**config.mk**
```make
export PLATFORM = sky130hd
export DESIGN_NAME = ex_mem_stage
export DESIGN_NICKNAME = d
export VERILOG_FILES = /design/src/rtl/ex_mem_stage.sv
export SDC_FILE = /design/constraint.sdc
export NUM_CORES = 1
export LEC_CHECK = 0
export ABC_CLOCK_PERIOD_IN_PS = 1560
export CAP_MARGIN = 25
export CORE_MARGIN = 2
export CORE_UTILIZATION = 36
export DETAILED_ROUTE_END_ITERATION = 10
export PLACE_DENSITY_LB_ADDON = 0.25
export SYNTH_ARGS = -nofsm -noshare
export SYNTH_HDL_FRONTEND = slang
export SYNTH_SLANG_ARGS = --single-unit
```
**constraint.sdc**
```tcl
create_clock -name clk -period 1.56 [get_ports clk]
set_input_delay 0.234 -clock clk [delete_from_list [all_inputs] [get_ports clk]]
set_output_delay 0.234 -clock clk [all_outputs]
set_load 0.05 [all_outputs]
```
**src/rtl/ex_mem_stage.sv**
```systemverilog
// ============================================================================
// Module      : ex_mem_stage
// Description : EX/MEM pipeline register with branch resolution and
//               wrong-path squash of the following valid instructions.
// Revision    : 1.0 - initial release
// ============================================================================
`default_nettype none

module ex_mem_stage #(
  parameter int WORD_WIDTH   = 32,
  parameter int SQUASH_DEPTH = 2
) (
  input  logic                  clk,
  input  logic                  rst_n,
  input  logic                  stall,
  input  logic                  flush,
  input  logic                  ex_valid,
  input  logic [WORD_WIDTH-1:0] alu_result,
  input  logic                  alu_zero,
  input  logic [WORD_WIDTH-1:0] store_data,
  input  logic [4:0]            rd_addr,
  input  logic                  reg_write,
  input  logic                  mem_read,
  input  logic                  mem_write,
  input  logic                  branch_eq,
  input  logic                  branch_ne,
  input  logic [WORD_WIDTH-1:0] branch_target,
  output logic                  mem_valid,
  output logic [WORD_WIDTH-1:0] mem_alu_result,
  output logic [WORD_WIDTH-1:0] mem_store_data,
  output logic [4:0]            mem_rd_addr,
  output logic                  mem_reg_write,
  output logic                  mem_mem_read,
  output logic                  mem_mem_write,
  output logic                  branch_taken,
  output logic [WORD_WIDTH-1:0] branch_target_out,
  output logic                  squash_active
);

  typedef enum logic [0:0] {
    RUN    = 1'b0,
    SQUASH = 1'b1
  } state_t;

  localparam logic [2:0] c_squash_init = 3'(SQUASH_DEPTH);

  state_t                r_state;
  logic [2:0]            r_cnt;
  logic                  r_valid;
  logic [WORD_WIDTH-1:0] r_alu;
  logic [WORD_WIDTH-1:0] r_store;
  logic [4:0]            r_rd;
  logic                  r_reg_write;
  logic                  r_mem_read;
  logic                  r_mem_write;
  logic                  r_taken;
  logic [WORD_WIDTH-1:0] r_target;
  logic                  r_squash;

  logic       w_accept;
  logic       w_kept;
  logic       w_take;
  logic [2:0] w_cnt_dec;

  assign w_accept  = ~stall & ~flush;
  assign w_kept    = ex_valid & (r_state == RUN);
  assign w_take    = w_kept & ((branch_eq & alu_zero) | (branch_ne & ~alu_zero));
  assign w_cnt_dec = r_cnt - 3'd1;

  always_ff @(posedge clk or negedge rst_n) begin
    if (!rst_n) begin
      r_state     <= RUN;
      r_cnt       <= 3'd0;
      r_valid     <= 1'b0;
      r_alu       <= '0;
      r_store     <= '0;
      r_rd        <= 5'd0;
      r_reg_write <= 1'b0;
      r_mem_read  <= 1'b0;
      r_mem_write <= 1'b0;
      r_taken     <= 1'b0;
      r_target    <= '0;
      r_squash    <= 1'b0;
    end else if (flush) begin
      // Data fields deliberately hold; only validity and controls are killed.
      r_state     <= RUN;
      r_cnt       <= 3'd0;
      r_valid     <= 1'b0;
      r_reg_write <= 1'b0;
      r_mem_read  <= 1'b0;
      r_mem_write <= 1'b0;
      r_taken     <= 1'b0;
      r_squash    <= 1'b0;
    end else if (stall) begin
      r_taken <= 1'b0;
    end else if (w_accept) begin
      r_alu       <= alu_result;
      r_store     <= store_data;
      r_rd        <= rd_addr;
      r_valid     <= w_kept;
      r_reg_write <= reg_write & w_kept & (rd_addr != 5'd0);
      // A store wins over a load when both controls are set.
      r_mem_read  <= mem_read & w_kept & ~mem_write;
      r_mem_write <= mem_write & w_kept;
      r_taken     <= w_take;
      if (w_take) begin
        r_target <= branch_target;
      end
      case (r_state)
        RUN: begin
          if (w_take) begin
            r_state  <= SQUASH;
            r_cnt    <= c_squash_init;
            r_squash <= 1'b1;
          end
        end
        SQUASH: begin
          if (ex_valid) begin
            r_cnt <= w_cnt_dec;
            if (w_cnt_dec == 3'd0) begin
              r_state  <= RUN;
              r_squash <= 1'b0;
            end
          end
        end
        default: begin
          r_state  <= RUN;
          r_cnt    <= 3'd0;
          r_squash <= 1'b0;
        end
      endcase
    end
  end

  assign mem_valid         = r_valid;
  assign mem_alu_result    = r_alu;
  assign mem_store_data    = r_store;
  assign mem_rd_addr       = r_rd;
  assign mem_reg_write     = r_reg_write;
  assign mem_mem_read      = r_mem_read;
  assign mem_mem_write     = r_mem_write;
  assign branch_taken      = r_taken;
  assign branch_target_out = r_target;
  assign squash_active     = r_squash;

endmodule

`default_nettype wire

```
==> results.sh <==
export IMPL_status="completed"
export IMPL_final_common_cell="buf_4"
export IMPL_cts_buffers=9
export IMPL_power_switching_uw=3500
export IMPL_area_delta_synth_final_pct=55.9
export IMPL_p_leak_uw=0.00319
export IMPL_drt_total_wl_um=10300
export IMPL_setup_viol=0
export IMPL_path_cells="clkdlybuf4s50_1, mux2_2, nand2_4, buf_12, mux2_2"
export IMPL_rows=40
export IMPL_hold_path_class="input port to asynchronous set/reset pin"
export IMPL_drc=0
export IMPL_max_freq_ghz=0.656
export IMPL_gp_congestion=0.734
export IMPL_p_comb_share_pct=38.7
export IMPL_layout_min_cycle_time_ns=1.52
export IMPL_dieArea_um2=13100
export IMPL_tritoncts="yes"
export IMPL_start_util_pct=36.7
export IMPL_utilization_pct=57.3
export IMPL_yosysSeqAreaShare_pct=63.2
export IMPL_power_internal_uw=5800
export IMPL_grt_setup_unrepaired="no"
export IMPL_clock_skew_ns=0.00673
export IMPL_routed_via_density=4.66
export IMPL_post_drt_wl_per_cell_um=15.9
export IMPL_fin_nets=609
export IMPL_ys_types=29
export IMPL_grt_max_degree=70
export IMPL_grt_ovfl_total=0
export IMPL_drv_slew=0
export IMPL_synthCells=264
export IMPL_postLayoutCellArea_um2=6850
export IMPL_antenna_left=0
export IMPL_crit_path_max_incr_delay_ns=0.50
export IMPL_power_uw=9300
export IMPL_cts_sinks=111
export IMPL_antenna_found_initial=0
export IMPL_synth_area_um2=4390
export IMPL_crit_buf_inv=2
export IMPL_die_width_um=114
export IMPL_ys_ff_latch=111
export IMPL_p_clk_share_pct=22.4
export IMPL_first_pass_iters=3
export IMPL_clockBufferDepth=2
export IMPL_cts_setup_buffers=0
export IMPL_slowest_stage="clkdlybuf4s50_1"
export IMPL_final_cell_mix="buf_4, dfrtp_1, clkdlybuf4s50_1, mux2_2, mux2_4"
export IMPL_antenna_cells=0
export IMPL_relSlewSlack_pct=74.7
export IMPL_max_cap_violations=0
export IMPL_syn_area_per_cell_um2=16.6
export IMPL_end_kind="flop"
export IMPL_io_buffers=218
export IMPL_period_share_pct=97.7
export IMPL_synth_nets=378
export IMPL_grt_pass1_wl_um=16200
export IMPL_cp_data_arrival_time_ns=1.75
export IMPL_grt_pass1_vias=3334
export IMPL_finalHoldViolations=0
export IMPL_cts_root_buf="clkbuf_16"
export IMPL_timing_hold_ws_ns=0.221
export IMPL_p_per_area_nw_per_um2=1360
export IMPL_drive_gt1_share_pct=48.4
export IMPL_worst_pin_slew_ns=0.379
export IMPL_worstPathRequired_ns=1.79
export IMPL_dr_total_vias=3018
export IMPL_hpwl_um=7730
export IMPL_peakVddDrop_uv=603
export IMPL_pwr_share_seq_pct=39.0
export IMPL_post_dp_cell_area_um2=6570
export IMPL_critPathMaxFanout=15
export IMPL_crit_top_cell="mux2_2"
export IMPL_yosysWarnings=0
export IMPL_switching_share_pct=37.7
export IMPL_drtIter0Drc=69
export IMPL_ios=219
export IMPL_path_delay_family="multiplexers"
export IMPL_die_h_um=114
export IMPL_startpoint_type="input port"
export IMPL_insertion_delay_ns=0.34
export IMPL_path_class="input port to flop"
export IMPL_cts_htree_levels=3
export IMPL_clkTransAtPathRegs_ns=0.07
export IMPL_coreArea_um2=12000
export IMPL_track_usage_pct=16.0
==> through the flow <==
| stage | cells | TNS [ns] | setup WS [ns] |
|---|---|---|---|
| floorplan | 264 | 0 | 0.0390 |
| global placement | 630 | -26.46 | -0.313 |
| detailed placement | 630 | -27.75 | -0.345 |
| CTS | 647 | 0 | 0.0219 |
| global route | 647 | 0 | 0.0114 |
| finish | 647 | 0 | 0.0354 |
==> logic make-up after synthesis <==
| kind of cell | synth area share [%] |
|---|---|
| AOI/OAI and AO/OA | 2.39 |
| xor gates and xnor gates | 0.199 |
| adders and majority gates | 0.570 |
| buffers and inverters | 2.31 |
| DFF | 63.2 |
| muxes | 28.7 |
| and+or+nand+nor | 2.62 |
==> cell type report <==
class / instances / area, um2
clock inverter: 6 / 37.5
sequential: 111 / 2780
fill: 981 / 5110
multi-input combinational: 137 / 1520
tap: 147 / 184
timing repair buffer: 232 / 2090
inverter: 4 / 15.0
clock buffer: 10 / 229
==> cells in the mapped netlist <==
| cell type | instances | share of area (%) |
|---|---|---|
| a31o_2 | 1 | 0.20 |
| a21oi_1 | 3 | 0.34 |
| buf_4 | 1 | 0.17 |
| o2111a_1 | 1 | 0.26 |
| a21o_1 | 1 | 0.17 |
| buf_6 | 4 | 1.0 |
| clkbuf_1 | 1 | 0.085 |
| xnor2_1 | 1 | 0.20 |
| a22o_1 | 1 | 0.20 |
| o221ai_1 | 1 | 0.20 |
| o21ai_0 | 3 | 0.34 |
| a32o_1 | 2 | 0.46 |
| ha_1 | 2 | 0.57 |
| mux2_2 | 75 | 19 |
| and3_1 | 1 | 0.14 |
| buf_2 | 6 | 0.68 |
| inv_1 | 4 | 0.34 |
| o211a_1 | 1 | 0.23 |
| nor4b_4 | 1 | 0.54 |
| nand2_4 | 1 | 0.26 |
| nand2_1 | 1 | 0.085 |
| nor2_1 | 3 | 0.26 |
| mux2_4 | 27 | 9.2 |
| nand2b_1 | 3 | 0.43 |
| nor3_1 | 2 | 0.23 |
| nand3_1 | 1 | 0.11 |
| mux2i_1 | 1 | 0.23 |
| dfrtp_1 | 111 | 63 |
| nor2b_1 | 4 | 0.57 |
==> worst reg2reg max path, cell delays in order, from the launching register on <==
cell,delay (ns)
dfrtp_1,0.40
nor4b_4,0.30
nand2_4,0.13
buf_12,0.18
mux2_4,0.31
==> final timing paths <==
kind                       slack, ns      start                     to  cells after the start
min in group clk                0.49  mem_valid              mem_valid                      1
hold reg to reg                 0.49  mem_valid              mem_valid                      1
max in group asynchronous       0.77      rst_n     mem_store_data[15]                      3
setup / recovery                0.04   alu_zero  branch_target_out[31]                      5
setup reg to reg                0.13    r_state  branch_target_out[23]                      4
hold / removal                  0.22      rst_n     mem_alu_result[20]                      2
==> flip-flops by register name, indices dropped and copies added, names as in the netlist <==
| name | flops |
|---|---|
| branch_target_out | 32 |
| mem_alu_result | 32 |
| mem_store_data | 32 |
| mem_rd_addr | 5 |
| r_cnt | 3 |
| branch_taken | 1 |
| mem_mem_read | 1 |
| mem_mem_write | 1 |
| mem_reg_write | 1 |
| mem_valid | 1 |
| r_state | 1 |
| squash_active | 1 |
==> power by group through the flow <==
stage	sequential, uW	clock [uW]	combinational (uW)
after global routing	3690	2300	3740
after detailed placement	3670	0	3630
after CTS	3630	2180	3630
after floorplan	5330	0	628
final	3620	2080	3600
after global placement	3660	0	3590
==> per-layer routing <==
metal	wire length (um)	up-vias	global-route usage (%)
met5	0	-	0
met4	227	0	7.24
met3	1030	15	6.30
met2	4990	133	26.0
met1	4060	1471	18.6
li1	-	1399	-
==> what timing repair did <==
item / CTS / global route
hold endpoints to repair: 111 / 0
resized for setup: 0 / 1
endpoints found under the setup margin: 0 / 7
hold buffers: 1 / 0
No activity file was read; power rests on OpenSTA's default activity.
==> variant: new RTL, same flow settings <==
Change the parameter `WORD_WIDTH` from 32 to 28.
--- a/src/rtl/ex_mem_stage.sv
+++ b/src/rtl/ex_mem_stage.sv
@@ -7,7 +7,7 @@
 `default_nettype none
 
 module ex_mem_stage #(
-  parameter int WORD_WIDTH   = 32,
+  parameter int WORD_WIDTH   = 28,
   parameter int SQUASH_DEPTH = 2
 ) (
   input  logic                  clk,
Interface: changed (6 resized); port bits go from 219 to 195. The function was not compared with the original's and may differ.
==> variant against the unedited design <==
- sequential share of layout area decreased by 0.44 points
- global-route usage decreased by 0.92 points
- critical path depth unchanged
- fmax increased by 1.6%
- routed wire length decreased by 10%
- total power decreased by 12%
- sequential cell count decreased by 12
- clock power decreased by 13%
- synthesized area decreased by 10%
- core utilization increased by 0.22 points
- final area decreased by 9.8%
- clock skew decreased by 0.00058 ns
- setup slack improved by 0.024 ns
- largest cell class unchanged
==> variant: results (changes against the unedited design) <==
| Metric | Value |
|---|---|
| H-tree depth | `3 (unchanged)` |
| Total GRT Usage | `15.1% (-0.92 points)` |
| P&R area growth vs syn | `56.6%` |
| Vias per cell | `4.57 (-2.1%)` |
| Fin cells | `593 (-8.3%)` |
| N_diodes | `0 (unchanged)` |
| RD Place Congestion | `0.745 (+1.5%)` |
| CP Max Fanout | `16 (+1)` |
| Buffers, non-clock | `209 (-9.9%)` |
| Sequential-to-total area share from yosys stat | `62.8% (-0.43 points)` |
| Clock sinks | `99 (-11%)` |
| Filler Cell Count | `909 (-7.3%)` |
| Area contributors post-synth | `dfrtp_1 63%, mux2_2 18%, mux2_4 10%` |
| Met2 wire length | `4270 µm (-14%)` |
| Met1 usage | `18.9% (+0.36 points)` |
| Largest net degree at the start of global routing | `37 (-47%)` |
| Wire per inst | `15.6 µm (-2.3%)` |
| Reg2Reg Depth | `4 (unchanged)` |
| Cell variety after synth | `28 (-3.4%)` |
| Area after DPL | `5910 µm² (-10%)` |
| Clock skew | `0.00615 ns (-0.000578 ns)` |
| Syn Nets | `341 (-9.8%)` |
| CP Capture Point | `branch_target_out[27]$_DFFE_PN0P_` |
| Nets | `550 (-9.7%)` |
| Final non-clock buffer share | `30.7% (+0.26 points)` |
| Async set-reset flop share out of synthesis | `100% (unchanged)` |
| Post-DP HPWL | `6880 µm (-11%)` |
| Final Cell Area | `6180 µm² (-9.8%)` |
| Worst slack at placement | `-0.351 ns (-0.00570 ns)` |
| Outcome | `complete, no violations` |
| Initial antenna violation count | `0 (unchanged)` |
| Met3 wire len | `923 µm (-10%)` |
| CTS root buf | `clkbuf_8` |
| Multi-input logic area | `1390 µm² (-8.9%)` |
| PnR worst setup slack | `0.0589 ns (+0.0235 ns)` |
| Fin Hold WS | `0.337 ns (+0.115 ns)` |
| Met3 Use GR | `4.72% (-1.6 points)` |
| ClkCell Share | `3.67% (-0.22 points)` |
| Post-synth top cells | `99 x dfrtp_1, 63 x mux2_2, 27 x mux2_4` |
| Reg2Reg Launch Point | `r_state$_DFFE_PN0P_` |
| First-pass GRT wire length | `13700 µm (-16%)` |
| Reg area | `2480 µm² (-11%)` |
| Share of cells above drive strength 1 | `48.6% (+0.17 points)` |
| Max VDD drop | `0.746 mV (+24%)` |
| Clock slew at reported path FFs | `0.09 ns (+0.02 ns)` |
| Multi-In Gates | `125 (-8.8%)` |
| 1st-iter DRT viols | `76 (+10%)` |
| PortBufs | `194 (-11%)` |
| Syn Inst Count | `239 (-9.5%)` |
| Reg-to-reg endpoint | `branch_target_out[23]$_DFFE_PN0P_` |
| Met1 WL | `3920 µm (-3.3%)` |
| Worst-margin pin slew | `0.378 ns (-0.00110 ns)` |
| Vias in the first global route | `2749 (-18%)` |
| Leakage power | `2.88 nW (-9.8%)` |
| # placed instances | `575 (-8.7%)` |
| Met2 usage | `24.5% (-1.6 points)` |
## variant: changes by cell type in the layout (fill, tap and decap cells not counted), moves of 3 or more
cell	delta
buf_4	-11
clkbuf_16	-8
clkbuf_8	+10
clkdlybuf4s50_1	-12
clkinv_2	-3
dfrtp_1	-12
mux2_2	-12
## variant: power breakdown
part	internal, mW	total [mW]	switching, mW
clock network	0.947	1.81	0.863
registers	2.99	3.22	0.235
logic	1.23	3.19	1.97
## variant: critical path, cell delays in order
cell and delay, ns:
clkdlybuf4s50_1 0.50, mux2_2 0.38, nand2_4 0.10, buf_12 0.18, mux2_2 0.34
## variant: cell families after synthesis
kind of cell	Yosys count	share of synthesized area (%)
xor gates and xnor gates	1	0.222
and+or+nand+nor	17	2.79
buffers and inverters	15	2.38
AOI/OAI and AO/OA	14	2.66
muxes	91	28.5
adders and majority gates	2	0.634
DFF	99	62.8
